<file path="config.mk">
export PLATFORM = sky130hd
export DESIGN_NAME = johnson_stream_monitor
export DESIGN_NICKNAME = d
export VERILOG_FILES = /design/src/rtl/johnson_pkg.sv /design/src/rtl/johnson_stream_monitor_edge_detect.sv /design/src/rtl/johnson_stream_monitor.sv
export SDC_FILE = /design/constraint.sdc
export NUM_CORES = 1
export LEC_CHECK = 0
export ABC_AREA = 1
export BUFFER_PORTS_ARGS = -buffer_cell sky130_fd_sc_hd__buf_2
export CELL_PAD_IN_SITES_DETAIL_PLACEMENT = 0
export CELL_PAD_IN_SITES_GLOBAL_PLACEMENT = 2
export CORE_MARGIN = 3
export CORE_UTILIZATION = 37
export CTS_BUF_LIST = sky130_fd_sc_hd__clkbuf_2
export CTS_CLUSTER_DIAMETER = 40
export DETAILED_ROUTE_END_ITERATION = 10
export MAX_ROUTING_LAYER = met4
export PLACE_DENSITY = 0.95
export SLEW_MARGIN = 20
export SYNTH_ARGS = -nofsm -noshare
export SYNTH_HDL_FRONTEND = slang
export SYNTH_SLANG_ARGS = --single-unit
export TNS_END_PERCENT = 100
</file>
<file path="constraint.sdc">
create_clock -name clk -period 2.8 [get_ports clk]
set_input_delay 0.42 -clock clk [delete_from_list [all_inputs] [get_ports clk]]
set_output_delay 0.42 -clock clk [all_outputs]
set_load 0.02 [all_outputs]
</file>
<file path="src/rtl/johnson_pkg.sv">
// Shared types and width helpers for the Johnson-counter stream monitor.
// Every width is derived from N or LOCK_COUNT, so they are defined here once.
package johnson_pkg;

    typedef enum logic [1:0] {
        SEARCH  = 2'd0,
        MEASURE = 2'd1,
        LOCKED  = 2'd2
    } jsm_state_t;

    // Width of the phase index over one full period of 2N samples, at least 1.
    function automatic int phase_width(input int n);
        int w;
        w = $clog2(2 * n);
        return (w < 1) ? 1 : w;
    endfunction

    // Width of a run-length counter that must be able to hold N.
    function automatic int run_len_width(input int n);
        int w;
        w = $clog2(n + 1);
        return (w < 1) ? 1 : w;
    endfunction

    // Width of the good half-period counter, which saturates at LOCK_COUNT.
    function automatic int good_cnt_width(input int lock_count);
        int w;
        w = $clog2(lock_count + 1);
        return (w < 1) ? 1 : w;
    endfunction

endpackage

</file>
<file path="src/rtl/johnson_stream_monitor_edge_detect.sv">
// Registers the previous sample of the serial stream and flags edges on it.
// The previous sample resets to 0, so a stream that starts high yields a rise.
module edge_detect (
    input  logic clk,
    input  logic rst,
    input  logic d_in,
    output logic edge_any,
    output logic edge_rise
);

    logic r_d_q;

    // NOTE: sequential state uses non-blocking assignments so every flop
    // samples the values from before the clock edge.
    always_ff @(posedge clk or posedge rst) begin
        if (rst) begin
            r_d_q <= 1'b0;
        end else begin
            r_d_q <= d_in;
        end
    end

    assign edge_any  = d_in ^ r_d_q;
    assign edge_rise = d_in & ~r_d_q;

endmodule

</file>
<file path="src/rtl/johnson_stream_monitor.sv">
// Validates a twisted-ring-counter square wave (N low, N high), locks after
// LOCK_COUNT good half-periods, then reports a phase index within the period.
module johnson_stream_monitor
    import johnson_pkg::*;
#(
    parameter int  NUMBER_OF_FLOPS = 3,
    parameter int  LOCK_COUNT      = 2,
    localparam int PW              = phase_width(NUMBER_OF_FLOPS)
) (
    input  logic          clk,
    input  logic          rst,
    input  logic          d_in,
    output logic [PW-1:0] phase,
    output logic          phase_valid,
    output logic          rise_pulse,
    output logic          locked,
    output logic          err
);

    localparam int RW = run_len_width(NUMBER_OF_FLOPS);
    localparam int GW = good_cnt_width(LOCK_COUNT);

    localparam logic [RW-1:0] RL_ONE  = RW'(1);
    localparam logic [RW-1:0] RL_N    = RW'(NUMBER_OF_FLOPS);
    localparam logic [GW-1:0] GC_ONE  = GW'(1);
    localparam logic [GW-1:0] GC_LOCK = GW'(LOCK_COUNT);
    localparam logic [PW-1:0] PH_ONE  = PW'(1);
    localparam logic [PW-1:0] PH_N    = PW'(NUMBER_OF_FLOPS);
    localparam logic [PW-1:0] PH_LAST = PW'(2 * NUMBER_OF_FLOPS - 1);

    logic w_edge_any;
    logic w_edge_rise;

    edge_detect u_edge_detect (
        .clk       (clk),
        .rst       (rst),
        .d_in      (d_in),
        .edge_any  (w_edge_any),
        .edge_rise (w_edge_rise)
    );

    jsm_state_t    r_state,    w_state_nxt;
    logic [RW-1:0] r_run_len,  w_run_len_nxt;
    logic [GW-1:0] r_good_cnt, w_good_cnt_nxt;
    logic [PW-1:0] r_phase,    w_phase_nxt;
    logic          r_locked,   w_locked_nxt;
    logic          r_err,      w_err_nxt;
    logic          r_rise,     w_rise_nxt;

    logic [GW-1:0] w_good_inc;
    logic [PW-1:0] w_phase_adv;
    logic          w_edge_on_time;

    assign w_good_inc  = (r_good_cnt == GC_LOCK) ? r_good_cnt : r_good_cnt + GC_ONE;
    assign w_phase_adv = (r_phase == PH_LAST) ? '0 : r_phase + PH_ONE;

    // While locked, a rise belongs at phase 0 and a fall at phase N.
    assign w_edge_on_time = (w_phase_adv == '0   &&  w_edge_rise) ||
                            (w_phase_adv == PH_N && !w_edge_rise);

    // NOTE: every next-state signal gets a default before the case statement,
    // so no path through this block can infer a latch.
    always_comb begin
        w_state_nxt    = r_state;
        w_run_len_nxt  = r_run_len;
        w_good_cnt_nxt = r_good_cnt;
        w_phase_nxt    = r_phase;
        w_locked_nxt   = r_locked;
        w_err_nxt      = 1'b0;
        w_rise_nxt     = 1'b0;

        case (r_state)
            SEARCH: begin
                if (w_edge_any) begin
                    w_state_nxt    = MEASURE;
                    w_run_len_nxt  = RL_ONE;
                    w_good_cnt_nxt = '0;
                end
            end

            MEASURE: begin
                if (!w_edge_any) begin
                    if (r_run_len == RL_N) begin
                        w_err_nxt   = 1'b1;
                        w_state_nxt = SEARCH;
                    end else begin
                        w_run_len_nxt = r_run_len + RL_ONE;
                    end
                end else if (r_run_len != RL_N) begin
                    w_err_nxt      = 1'b1;
                    w_good_cnt_nxt = '0;
                    w_run_len_nxt  = RL_ONE;
                end else begin
                    w_run_len_nxt  = RL_ONE;
                    w_good_cnt_nxt = w_good_inc;
                    if (w_good_inc == GC_LOCK) begin
                        w_state_nxt  = LOCKED;
                        w_locked_nxt = 1'b1;
                        w_phase_nxt  = w_edge_rise ? '0 : PH_N;
                        w_rise_nxt   = w_edge_rise;
                    end
                end
            end

            LOCKED: begin
                if (w_edge_any) begin
                    if (w_edge_on_time) begin
                        w_run_len_nxt = RL_ONE;
                        w_phase_nxt   = w_phase_adv;
                        w_rise_nxt    = (w_phase_adv == '0);
                    end else begin
                        w_err_nxt      = 1'b1;
                        w_locked_nxt   = 1'b0;
                        w_good_cnt_nxt = '0;
                        w_run_len_nxt  = RL_ONE;
                        w_phase_nxt    = '0;
                        w_state_nxt    = MEASURE;
                    end
                end else if (r_run_len == RL_N) begin
                    w_err_nxt      = 1'b1;
                    w_locked_nxt   = 1'b0;
                    w_good_cnt_nxt = '0;
                    w_phase_nxt    = '0;
                    w_state_nxt    = SEARCH;
                end else begin
                    w_run_len_nxt = r_run_len + RL_ONE;
                    w_phase_nxt   = w_phase_adv;
                end
            end

            default: begin
                w_state_nxt  = SEARCH;
                w_locked_nxt = 1'b0;
                w_phase_nxt  = '0;
            end
        endcase
    end

    always_ff @(posedge clk or posedge rst) begin
        if (rst) begin
            r_state    <= SEARCH;
            r_run_len  <= '0;
            r_good_cnt <= '0;
            r_phase    <= '0;
            r_locked   <= 1'b0;
            r_err      <= 1'b0;
            r_rise     <= 1'b0;
        end else begin
            r_state    <= w_state_nxt;
            r_run_len  <= w_run_len_nxt;
            r_good_cnt <= w_good_cnt_nxt;
            r_phase    <= w_phase_nxt;
            r_locked   <= w_locked_nxt;
            r_err      <= w_err_nxt;
            r_rise     <= w_rise_nxt;
        end
    end

    assign phase       = r_phase;
    assign phase_valid = r_locked;
    assign locked      = r_locked;
    assign rise_pulse  = r_rise;
    assign err         = r_err;

endmodule

</file>
Word-level counts from Yosys, hierarchy flattened
Index checks and enable logic that the tools add are counted.
- bits of input ports: 3
- flip-flop bits (word level): 13
- output and inout bits: 7
- logic and storage cells: 93
- bitwise gates (word level): 4
- eq/ne operators: 17
- reductions and logical operators: 14
- $add $sub $neg: 3
- multiplexer cells: 47
- operator list (cell ; count):
    2-bit 2-to-1 mux ; 17
    3-bit 2-to-1 mux ; 7
    1-bit 2-to-1 mux ; 16
    3-bit inequality test, second input constant ; 5
    2-bit one-hot mux with 3 select lines ; 2
    2-bit inequality test, second input constant ; 5
    3-bit one-hot mux with 3 select lines ; 1
    2-bit == test, second input constant ; 4
    4-bit AND reduction ; 2
    6-bit AND reduction ; 1
    5-bit AND reduction ; 1
    2-bit by 1-bit adder with 2-bit output, second input constant ; 2
    1-bit one-hot mux with 2 select lines ; 2
    2-bit one-hot mux with 2 select lines ; 1
    3-bit by 1-bit adder with 3-bit output, second input constant ; 1
    3-bit by 2-bit == test with 1-bit output, second input constant ; 1
    3-bit == test, second input constant ; 1
    3-bit zero test ; 1
    1-bit one-hot mux with 3 select lines ; 1
    3-bit AND reduction ; 1
    3-bit nonzero test ; 1
    2-bit by 1-bit == test with 1-bit output, second input constant ; 1
    1-bit logical AND ; 2
    2-bit zero test ; 1
    7 further kinds ; 8

Longest topological paths before layout
Gate-level depths: netlist of run 1.
- word-level depth: 8
- gate-level depth with buffers: 11
- gate-level depth less buffers: 11

Cells and area by module
Synthesis of run 1 repeated with hierarchy kept, for this count alone.
- cell total of the unflattened synthesis: 123
- area, all modules: 923.4 um^2
- by module, submodules not included (module ; cells an instance ; area each (um^2) ; instances ; sequential area each (um^2)):
    johnson_stream_monitor ; 118 ; 874.6 ; 1 ; 300.3
    edge_detect ; 5 ; 48.8 ; 1 ; 25.0

Least setup slack after synthesis of run 1
Ideal clock, no wire load.
- path type: input-to-reg
- start point: input d_in
- end point: register r_run_len[0]
- library setup time: 0.119 ns
- arrival: 1.327 ns
- slack: 1.355 ns
- stages: 7
- data required time: 2.681 ns
- path buffers: 1
- cells stage by stage: ha_1 > buf_6 > nand2_1 > nand2_1 > nor2_1 > nand4_1 > o21a_1
- longest elaborated chain between the ends: 3
- elaborated cells on any way between the ends: 6
- classes of those cells: 2 x eq/ne; 2 x mux; 1 x bitwise; 1 x reduce/logical
- RTL lines (what ; RTL line ; source):
    from (decl) ; johnson_stream_monitor.sv:12 ; input logic d_in,
    1-bit bitwise XOR * ; johnson_stream_monitor_edge_detect.sv:23 ; assign edge_any = d_in ^ r_d_q;
    3-bit inequality test (no line) (tied with other cells) ; - ;
    3-bit AND reduction (no line) or 2-bit one-hot mux with 2 select lines (tied branches) ; - ;
    to (signal assigned) ; johnson_stream_monitor.sv:150 ; r_run_len <= w_run_len_nxt;
    to (decl) ; johnson_stream_monitor.sv:43 ; logic [RW-1:0] r_run_len, w_run_len_nxt;
Mark *: on every way between the ends. The rest lies on a longest branch, timed or not.
A chain may end at the register's enable or synchronous reset.

Worst setup path after layout of run 1
- start point: register r_state[1]
- end point: register r_run_len[0]
- longest elaborated chain between the ends: 4
- elaborated cells on any way between the ends: 9
- classes of those cells: 4 x eq/ne; 1 x mux; 4 x reduce/logical
- RTL lines (what ; RTL line ; source):
    from (decl) ; johnson_stream_monitor.sv:42 ; jsm_state_t r_state, w_state_nxt;
    from (signal assigned) ; johnson_stream_monitor.sv:149 ; r_state <= w_state_nxt;
    2-bit == test or 2-bit by 1-bit == test with 1-bit output (tied branches) ; johnson_stream_monitor.sv:72 ; case (r_state)
    2-bit OR reduction (no line) ; - ;
    3-bit inequality test (no line) or 2-bit nonzero test (tied branches) ; - ;
    3-bit AND reduction (no line) ; - ;
Parallel ways exist; a longest one is shown, timed or not.

==> impl_metrics.yaml, run 1 <==
logic_synthesis:
  synthAdderAreaFrac_pct: 9.629
  synth_top_family_by_area: "simple AND/OR/NAND/NOR gates"
  syn_nets: 134
  syn_inst: 124
  synth_area_per_cell_um2: 7.336
  yosysUniqueCellTypes: 23
  ys_ff_latch: 13
  synth_area_um2: 909.6
  ys_seq_area_share_pct: 35.76
  yosys_warnings: 0
  synthSimpleGateAreaFrac_pct: 35.90
  yosys.area_share.xor_xnor_pct: 0
  synth_mux_area_share_pct: 0
  synth_compound_area_share_pct: 9.216
timing:
  final.setup.tns_ps: 0
  grt_setup_unrepaired: "false"
  period_minus_slack_ps: 1586
  finalHoldViolCount: 0
  tightest_slew_ps: 538.5
  slew_viol_final: 0
  relSlewSlack_pct: 64.06
  clock-skew-final_ps: 6.269
  holdWs_ps: 152.8
  finalCritPeriodShare_pct: 56.65
  setup_viol: 0
  clock.fmax_mhz: 630.5
global_routing:
  grt_pass1_vias: 767
  grt_pass1_wl_um: 3360
  antenna_found_initial: 0
  grt_usage_pct: 14.17
  grt_max_degree: 14
  grt_remaining_overflow: 0
worst_setup_path:
  path_cells: "inv_1, ha_1, inv_1, nor2_1, nor2_1, nand4_1, o21a_1"
  crit_type: "flop to flop"
  r2r-start: "r_state[1]"
  crit_buf_inv: 2
  critical_path.top_delay_family: "flip-flops"
  cp_slowest_cell: "dfrtp_1"
  required_ps: 2980
  start_kind: "flop"
  endpoint_kind: "flop"
  reg2regPathDepth: 7
  path_max_fanout: 6
  rr_endpoint: "r_run_len[0]"
  slowest_delay_ps: 460
  rrSetupSlack_ps: 1210
  arrival_ps: 1770
floorplan:
  rows: 17
  die_w_um: 55.58
  die_area_mm2: 0.003089
  fp.dieH_um: 55.58
  start_util_pct: 39.97
  core_area_mm2: 0.002276
  io-pin-count: 10
power_and_ir_drop:
  total_leakage_power_nw: 0.5190
  ir_drop_v: 0.0003878
  powerDensity_mw_per_mm2: 918.4
finish:
  final_cells: 163
  fin_area_um2: 991.0
  areaGrowthSynthToFinish_pct: 8.941
  fill_cells: 242
  antenna_cells: 0
  drive_above_1_share_pct: 23.70
  finalNetCount: 146
cts:
  clock_sinks: 13
  cts_made_buffers: 3
  postCtsSetupBuffers: 0
  insertion_delay_ps: 280
  cts_tree: "yes"
  cts-root-buf: "clkbuf_2"
  cts_hold_buf: 0
  cts_max_level: 1
  cts_resized: 0
  clkTransAtPathRegs_ps: 130
  clk_path_buf_depth: 2
placement:
  placed_area_um2: 970.9
  dp_cells: 159
  dp_hpwl_um: 1459
  port_buffers: 9
  globalplace.congestion: 0.8053
drt:
  dr.first_iter.drc_count: 33
  detail_route.wl_per_cell_um: 11.40
  wl_um: 1859
  via_per_inst: 5.000
  vias: 815
  drt.antenna.violating_nets: 0
  firstDrtPassIters: 4
  drcViolationCount: 0
outcome:
  status: "finished, final reports clean"
min_path:
  hold_class: "input port to async pin"
run:
  drv_cap: 0
-- state kept, by name (all words and copies together) (netlist names) --
| signal | flops |
|---|---|
| r_state | 2 |
| r_run_len | 2 |
| r_good_cnt | 2 |
| locked | 1 |
| u_edge_detect.r_d_q | 1 |
| rise_pulse | 1 |
| phase | 3 |
| err | 1 |
-- layer usage --
layer / global-route usage (%) / up-vias / wire length [µm]
li1: - / 414 / -
met5: - / - / 0
met4: 8.333 / 0 / 48
met2: 22.13 / 15 / 865
met1: 17.29 / 381 / 896
met3: 2.088 / 5 / 47
-- placed cells by master (no fill, tap or decap) --
cell	count
buf_2	9
nand4_1	2
nand2_1	39
inv_1	11
clkbuf_2	4
dfrtp_1	13
nor3_2	1
nor2_2	1
nor2_1	8
nand2_4	1
a21oi_2	1
nand4_2	1
nand3_1	9
ha_1	7
nand2_2	5
o21ai_0	2
o21ai_1	7
a21oi_1	3
nor2_4	1
o21a_1	1
nand3_2	1
inv_2	7
o211ai_1	1
-- synthesized netlist by cell type --
library cell / number / area, µm²
o21ai_0: 2 / 10.01
ha_1: 7 / 87.58
nand4_2: 1 / 12.51
nor3_2: 1 / 10.01
nor2_2: 1 / 6.260
o211ai_1: 1 / 7.510
nand3_2: 1 / 10.01
o21ai_1: 7 / 35.03
nand3_1: 9 / 45.04
a21oi_1: 3 / 15.01
inv_1: 11 / 41.29
nand2_4: 1 / 11.26
nor2_4: 1 / 11.26
o21a_1: 1 / 7.510
nand2_1: 39 / 146.4
nand4_1: 2 / 12.51
nor2_1: 8 / 30.03
dfrtp_1: 13 / 325.3
buf_6: 1 / 11.26
a21oi_2: 1 / 8.760
inv_2: 7 / 26.28
buf_4: 1 / 7.510
nand2_2: 5 / 31.28
-- worst max-delay path by stage --
| stage | cells after the start | endpoint | slack [ps] | start |
|---|---|---|---|---|
| 6_report | 7 | r_run_len[0] | 1210 | r_state[1] |
| 5_1_grt | 7 | r_run_len[0] | 1050 | u_edge_detect.r_d_q |
| 4_1_cts | 7 | r_run_len[0] | 1210 | r_state[1] |
| 3_5_place_dp | 7 | r_run_len[0] | 1050 | d_in |
| 3_3_place_gp | 7 | r_run_len[0] | 1080 | d_in |
| 2_1_floorplan | 7 | r_run_len[0] | 1350 | d_in |
-- cells by family after synthesis --
logic type / after synthesis
adders and majority gates: 7
AOI/OAI and AO/OA: 15
and+or+nand+nor: 69
DFF: 13
buffers and inverters: 20
-- layout make-up --
class,instances,area [µm²],area share [%]
Multi-Input combinational cell,91,498.0,50.25
Sequential cell,13,325.3,32.83
Inverter,18,67.56,6.818
Timing Repair Buffer,9,45.04,4.545
Tap cell,28,35.03,3.535
Clock buffer,4,20.02,2.020
-- where the power goes --
group	switching [mW]	internal, mW
Combinational	0.338	0.181
Clock	0.0628	0.0379
Sequential	0.0522	0.238
-- stage by stage --
| step | utilization [%] | worst slack (ps) | total power [mW] |
|---|---|---|---|
| after CTS | 43.54 | 1208 | 0.9260 |
| after floorplan | - | 1355 | 0.7077 |
| after detailed placement | 42.66 | 1053 | 0.8204 |
| final | 43.54 | 1214 | 0.9101 |
| after global placement | 42.66 | 1076 | 0.8167 |
| after global routing | 43.54 | 1052 | 1.011 |
(Power assumes the default switching activity.)
==> inputs of run 2 (changes only) <==
--- a/config.mk
+++ b/config.mk
@@ -10,12 +10,12 @@
 export CELL_PAD_IN_SITES_DETAIL_PLACEMENT = 0
 export CELL_PAD_IN_SITES_GLOBAL_PLACEMENT = 2
 export CORE_MARGIN = 3
-export CORE_UTILIZATION = 37
+export CORE_UTILIZATION = 34
 export CTS_BUF_LIST = sky130_fd_sc_hd__clkbuf_2
 export CTS_CLUSTER_DIAMETER = 40
 export DETAILED_ROUTE_END_ITERATION = 10
 export MAX_ROUTING_LAYER = met4
-export PLACE_DENSITY = 0.95
+export PLACE_DENSITY = 0.9
 export SLEW_MARGIN = 20
 export SYNTH_ARGS = -nofsm -noshare
 export SYNTH_HDL_FRONTEND = slang
==> constraint.sdc (replaced) <==
create_clock -name clk -period 1.7 [get_ports clk]
set_input_delay 0.255 -clock clk [delete_from_list [all_inputs] [get_ports clk]]
set_output_delay 0.255 -clock clk [all_outputs]
set_load 0.02 [all_outputs]
==> run 2 against run 1 <==
Against the previous run: final cell count up 3.7%; clock skew up 10 ps; maximum frequency up 2.8%; routed wire length up 17%; sequential share of layout area down 1.2 points; worst setup slack worse by 1100 ps; sequential power up 63%; non-clock buffer count up 4; clock power up 72%.
==> impl_metrics.yaml, run 2 (same netlist as run 1, synthesis figures left out) <==
outcome:
  status: "finished, final reports clean"
placement:
  dp_cells: 163
  globalplace.congestion: 0.8244
  dp_hpwl_um: 1596
  port_buffers: 9
worst_setup_path:
  required_ps: 1900
  path_cells: "inv_1, ha_2, nand2_1, o21ai_1, nor3_2, nand2_1, nand2_1, nand2_1"
  path_max_fanout: 9
  rrSetupSlack_ps: 160
  cp_common_cell: "nand2_1"
  endpoint_kind: "flop"
  slowest_delay_ps: 390
  crit_type: "flop to flop"
  r2r-start: "u_edge_detect.r_d_q"
  crit_buf_inv: 1
  critical_path.top_delay_family: "simple AND/OR/NAND/NOR gates"
  arrival_ps: 1740
  crit_start: "u_edge_detect.r_d_q"
  start_kind: "flop"
  cp_slowest_cell: "dfrtp_1"
floorplan:
  die_area_mm2: 0.003332
  io-pin-count: 10
  core_area_mm2: 0.002500
  rows: 18
  die_w_um: 57.73
  fp.dieH_um: 57.73
  start_util_pct: 36.39
timing:
  grt_setup_unrepaired: "false"
  period_minus_slack_ps: 1543
  clock-skew-final_ps: 16.49
  final.setup.tns_ps: 0
  clock.fmax_mhz: 648.0
  setup_viol: 0
  relSlewSlack_pct: 63.84
  finalCritPeriodShare_pct: 90.78
  finalHoldViolCount: 0
  tightest_slew_ps: 541.7
  slew_viol_final: 0
finish:
  antenna_cells: 0
  largest_register_ffs: 3
  areaGrowthSynthToFinish_pct: 13.48
  finalNetCount: 150
  drive_above_1_share_pct: 27.34
  final_cell_mix: "nand2_1 (39), dfrtp_1 (12), inv_1 (11), nand3_1 (9), buf_2 (9)"
  layout_commonest_cell: "nand2_1"
  fill_cells: 267
  final_cells: 169
power_and_ir_drop:
  total_leakage_power_nw: 0.5357
  powerDensity_mw_per_mm2: 1551
  ir_drop_v: 0.0007094
global_routing:
  grt_max_degree: 14
  grt_usage_pct: 15.13
  grt_pass1_vias: 804
  grt_pass1_wl_um: 3677
  grt_remaining_overflow: 0
  antenna_found_initial: 0
drt:
  firstDrtPassIters: 4
  dr.first_iter.drc_count: 24
  drcViolationCount: 0
  drt.antenna.violating_nets: 0
  detail_route.wl_per_cell_um: 12.91
  wl_um: 2182
  via_per_inst: 5.012
  vias: 847
min_path:
  hold_class: "input port to flop"
  min-delay-start: "d_in"
cts:
  clkTransAtPathRegs_ps: 160
  cts-root-buf: "clkbuf_2"
  cts_max_level: 1
  cts_made_buffers: 3
  clock_sinks: 13
  cts_tree: "yes"
  clk_path_buf_depth: 2
  insertion_delay_ps: 300
run:
  drv_cap: 0
-- run 2: cell types whose count changed in the layout (fill, tap and decap cells not counted) --
cell / before / now
clkbuf_2: 4 / 3
dfrtp_1: 13 / 12
clkinv_2: 0 / 1
buf_4: 0 / 3
dlygate4sd3_1: 0 / 1
ha_2: 0 / 1
nor2_2: 1 / 2
nor2_1: 8 / 7
dfrtp_2: 0 / 1
ha_1: 7 / 6
-- run 2: final cells by class --
cell class	count	area [µm²]	area share (%)
multi-input combinational	91	503.0	48.73
sequential	13	326.6	31.64
timing repair buffer	13	77.57	7.515
inverter	18	67.56	6.545
tap	30	37.54	3.636
clock buffer	3	15.01	1.455
clock inverter	1	5.005	0.4848
-- run 2: timing repair --
action / 4_1_cts / 5_1_grt
gates resized for setup: 0 / 3
hold buffers: 1 / 0
endpoints found under the hold margin: 13 / 0
setup buffers: 0 / 1
endpoints found under the setup margin: 0 / 7
-- run 2: stage by stage --
| stage | hold WS (ps) | util [%] | instance area (µm²) | setup WS (ps) | power, mW |
|---|---|---|---|---|---|
| detailed placement | 333.8 | 39.54 | 988.4 | 101.0 | 1.386 |
| floorplan | 132.0 | - | 909.6 | 325.7 | 1.166 |
| global route | 27.81 | 41.29 | 1032 | 15.37 | 1.743 |
| global placement | 319.1 | 39.54 | 988.4 | 100.1 | 1.379 |
| CTS | 48.97 | 40.74 | 1018 | 71.71 | 1.574 |
| finish | 62.20 | 41.29 | 1032 | 156.7 | 1.601 |
-- run 2: routing by layer --
metal | vias up | wire length [µm] | track usage, %
met5 | - | 0 | -
met3 | 7 | 82 | 3.341
li1 | 425 | - | -
met2 | 26 | 980 | 23.39
met4 | 0 | 52 | 6.954
met1 | 389 | 1067 | 18.78
-- run 2: where the power goes --
group / total [mW] / leakage (nW) / internal [mW] / switching [mW]
Sequential: 0.472 / 0.168 / 0.393 / 0.0785
Combinational: 0.955 / 0.351 / 0.341 / 0.614
Clock: 0.174 / 0.0164 / 0.0532 / 0.121
Total: 1.60 / 0.536 / 0.787 / 0.814
-- run 2: path summary, 6_finish.rpt --
kind / endpoint / cells after the start
worst max-delay path: r_good_cnt[1] / 8
worst min-delay path: u_edge_detect.r_d_q / 1
worst max register to register: r_good_cnt[1] / 8
worst min register to register: r_good_cnt[1] / 2
max in group asynchronous: r_state[1] / 3
min in group asynchronous: locked / 3
-- run 2: worst register-to-register path: cells and delay by family (launching register included) --
family / cells / cell delay, ps
AND/OR/NAND/NOR: 5 / 570
flip-flops: 1 / 390
adder cells (fa/ha/maj): 1 / 340
AO/OA/AOI/OAI: 1 / 90
buffers and inverters: 1 / 50
==> inputs of run 3 (changes only) <==
--- a/config.mk
+++ b/config.mk
@@ -10,12 +10,11 @@
 export CELL_PAD_IN_SITES_DETAIL_PLACEMENT = 0
 export CELL_PAD_IN_SITES_GLOBAL_PLACEMENT = 2
 export CORE_MARGIN = 3
-export CORE_UTILIZATION = 34
-export CTS_BUF_LIST = sky130_fd_sc_hd__clkbuf_2
+export CORE_UTILIZATION = 32
 export CTS_CLUSTER_DIAMETER = 40
 export DETAILED_ROUTE_END_ITERATION = 10
 export MAX_ROUTING_LAYER = met4
-export PLACE_DENSITY = 0.9
+export PLACE_DENSITY = 0.86
 export SLEW_MARGIN = 20
 export SYNTH_ARGS = -nofsm -noshare
 export SYNTH_HDL_FRONTEND = slang
==> run 3 against run 2 <==
Against the previous run: the flow now finishes with violations (hold timing); maximum frequency is 0.82% lower; sequential share of layout area is 0.59 points higher; design area is 1.8% lower; routed wire length is 7.7% lower.
==> impl_metrics.yaml, run 3 (same netlist as run 1, synthesis figures left out) <==
worst_setup_path:
  path_max_fanout: 7
  crit_type: "flop to flop"
  required_ps: 1910
  reg2regPathDepth: 9
  arrival_ps: 1770
  start_kind: "flop"
  endpoint_kind: "flop"
drt:
  drt.antenna.violating_nets: 0
  vias: 793
  drcViolationCount: 0
  wl_um: 2015
  detail_route.wl_per_cell_um: 12.14
  via_per_inst: 4.777
  firstDrtPassIters: 4
  dr.first_iter.drc_count: 23
global_routing:
  grt_pass1_vias: 730
  antenna_found_initial: 0
  grt_remaining_overflow: 0
  grt_usage_pct: 13.60
  grt_pass1_wl_um: 3463
  grt_max_degree: 14
timing:
  holdWs_ps: -7.387
  grt_setup_unrepaired: "false"
  tightest_slew_ps: 524.5
  relSlewSlack_pct: 64.99
  slew_viol_final: 0
  final.setup.tns_ps: 0
  clock.fmax_mhz: 642.6
  setup_viol: 0
  finalCritPeriodShare_pct: 91.53
  finalHoldViolCount: 13
  clock-skew-final_ps: 2.308
  period_minus_slack_ps: 1556
finish:
  antenna_cells: 0
  areaGrowthSynthToFinish_pct: 11.42
  final_cell_mix: "nand2_1 (39), dfrtp_1 (12), inv_1 (11), nand3_1 (9), buf_2 (9)"
  layout_commonest_cell: "nand2_1"
  largest_register_ffs: 3
  final_util_pct: 39.13
  final_cells: 166
  drive_above_1_share_pct: 25.74
  finalNetCount: 147
cts:
  clk_path_buf_depth: 2
  clkTransAtPathRegs_ps: 90
  clock_sinks: 13
  cts_max_level: 1
  cts_made_buffers: 3
  cts-root-buf: "clkbuf_4"
  insertion_delay_ps: 280
  cts_tree: "yes"
  cts_hold_buf: 0
power_and_ir_drop:
  total_power_mw: 1.569
  p_clk_share_pct: 13.0
  powerDensity_mw_per_mm2: 1548
  swShare_pct: 49.37
  total_leakage_power_nw: 0.5202
  p_seq_share_pct: 30.5
  ir_drop_v: 0.0007214
  intPower_mw: 0.7944
  switching_power_mw: 0.7746
  pwr-share-comb_pct: 56.5
floorplan:
  fp.dieH_um: 59.32
  start_util_pct: 35.12
  die_w_um: 59.32
  io-pin-count: 10
  die_area_mm2: 0.003518
  core_area_mm2: 0.002590
  rows: 18
placement:
  port_buffers: 9
  globalplace.congestion: 0.7742
  dp_cells: 162
  dp_hpwl_um: 1524
run:
  drv_cap: 0
outcome:
  status: "finished, violations left"
  violations: "hold timing"
min_path:
  hold_class: "input port to async pin"
==> run 3: cell types whose count changed in the layout (fill, tap and decap cells not counted) <==
cell | previous run | this run
clkbuf_2 | 3 | 0
dlygate4sd3_1 | 1 | 0
buf_4 | 3 | 1
clkinv_2 | 1 | 0
clkbuf_4 | 0 | 3
clkbuf_1 | 0 | 1
==> run 3: cell type report <==
cell class                      instances  area [µm²]
Clock buffer                            4       26.28
Fill cell                             277        1577
Inverter                               18       67.56
Multi-Input combinational cell         91       503.0
Sequential cell                        13       326.6
Tap cell                               30       37.54
Timing Repair Buffer                   10       52.55
==> run 3: worst max-delay path, cell delays in order, from the launching register on <==
cell and delay (ps):
dfrtp_2 410, inv_1 70, ha_1 290, nand2_1 120
inv_2 60, nor2_4 90, nand2_2 100, nor2_2 160
nand3_1 90, o21ai_1 80
==> run 3: power by group through the flow <==
stage / Combinational, mW / Sequential (mW) / Clock (mW)
after global placement: 0.875 / 0.477 / 0
after CTS: 0.886 / 0.474 / 0.217
after global routing: 1.01 / 0.490 / 0.230
after detailed placement: 0.876 / 0.480 / 0
final: 0.886 / 0.479 / 0.204
after floorplan: 0.650 / 0.516 / 0
==> run 3: worst paths after layout <==
path,startpoint,end,slack (ps)
max in group asynchronous,rst,r_state[1],1330
hold reg to reg,r_good_cnt[1],r_good_cnt[1],490
min in group clk,d_in,u_edge_detect.r_d_q,100
hold / removal,rst,err,-7
setup reg to reg,r_state[1],phase[2],140
setup / recovery,r_state[1],phase[2],140
==> run 3: timing repair <==
item                                    CTS  global route
endpoints found under the setup margin    0             4
buffers inserted                          0             0
gates resized for setup                   0             3
==> run 3: through the flow <==
stage          area, µm²  worst slack [ps]
2_1_floorplan      909.6             325.7
3_3_place_gp       980.9             141.3
6_report            1013             143.9
5_1_grt             1013             29.52
4_1_cts             1007             124.5
3_5_place_dp       980.9             105.1
==> run 3: metal layers <==
layer / track usage [%] / share of wire, % / wire length (µm)
met1: 19.30 / 50 / 999
met2: 19.50 / 44 / 887
met3: 1.961 / 4.5 / 91
met4: 4.854 / 1.8 / 36
met5: - / 0 / 0
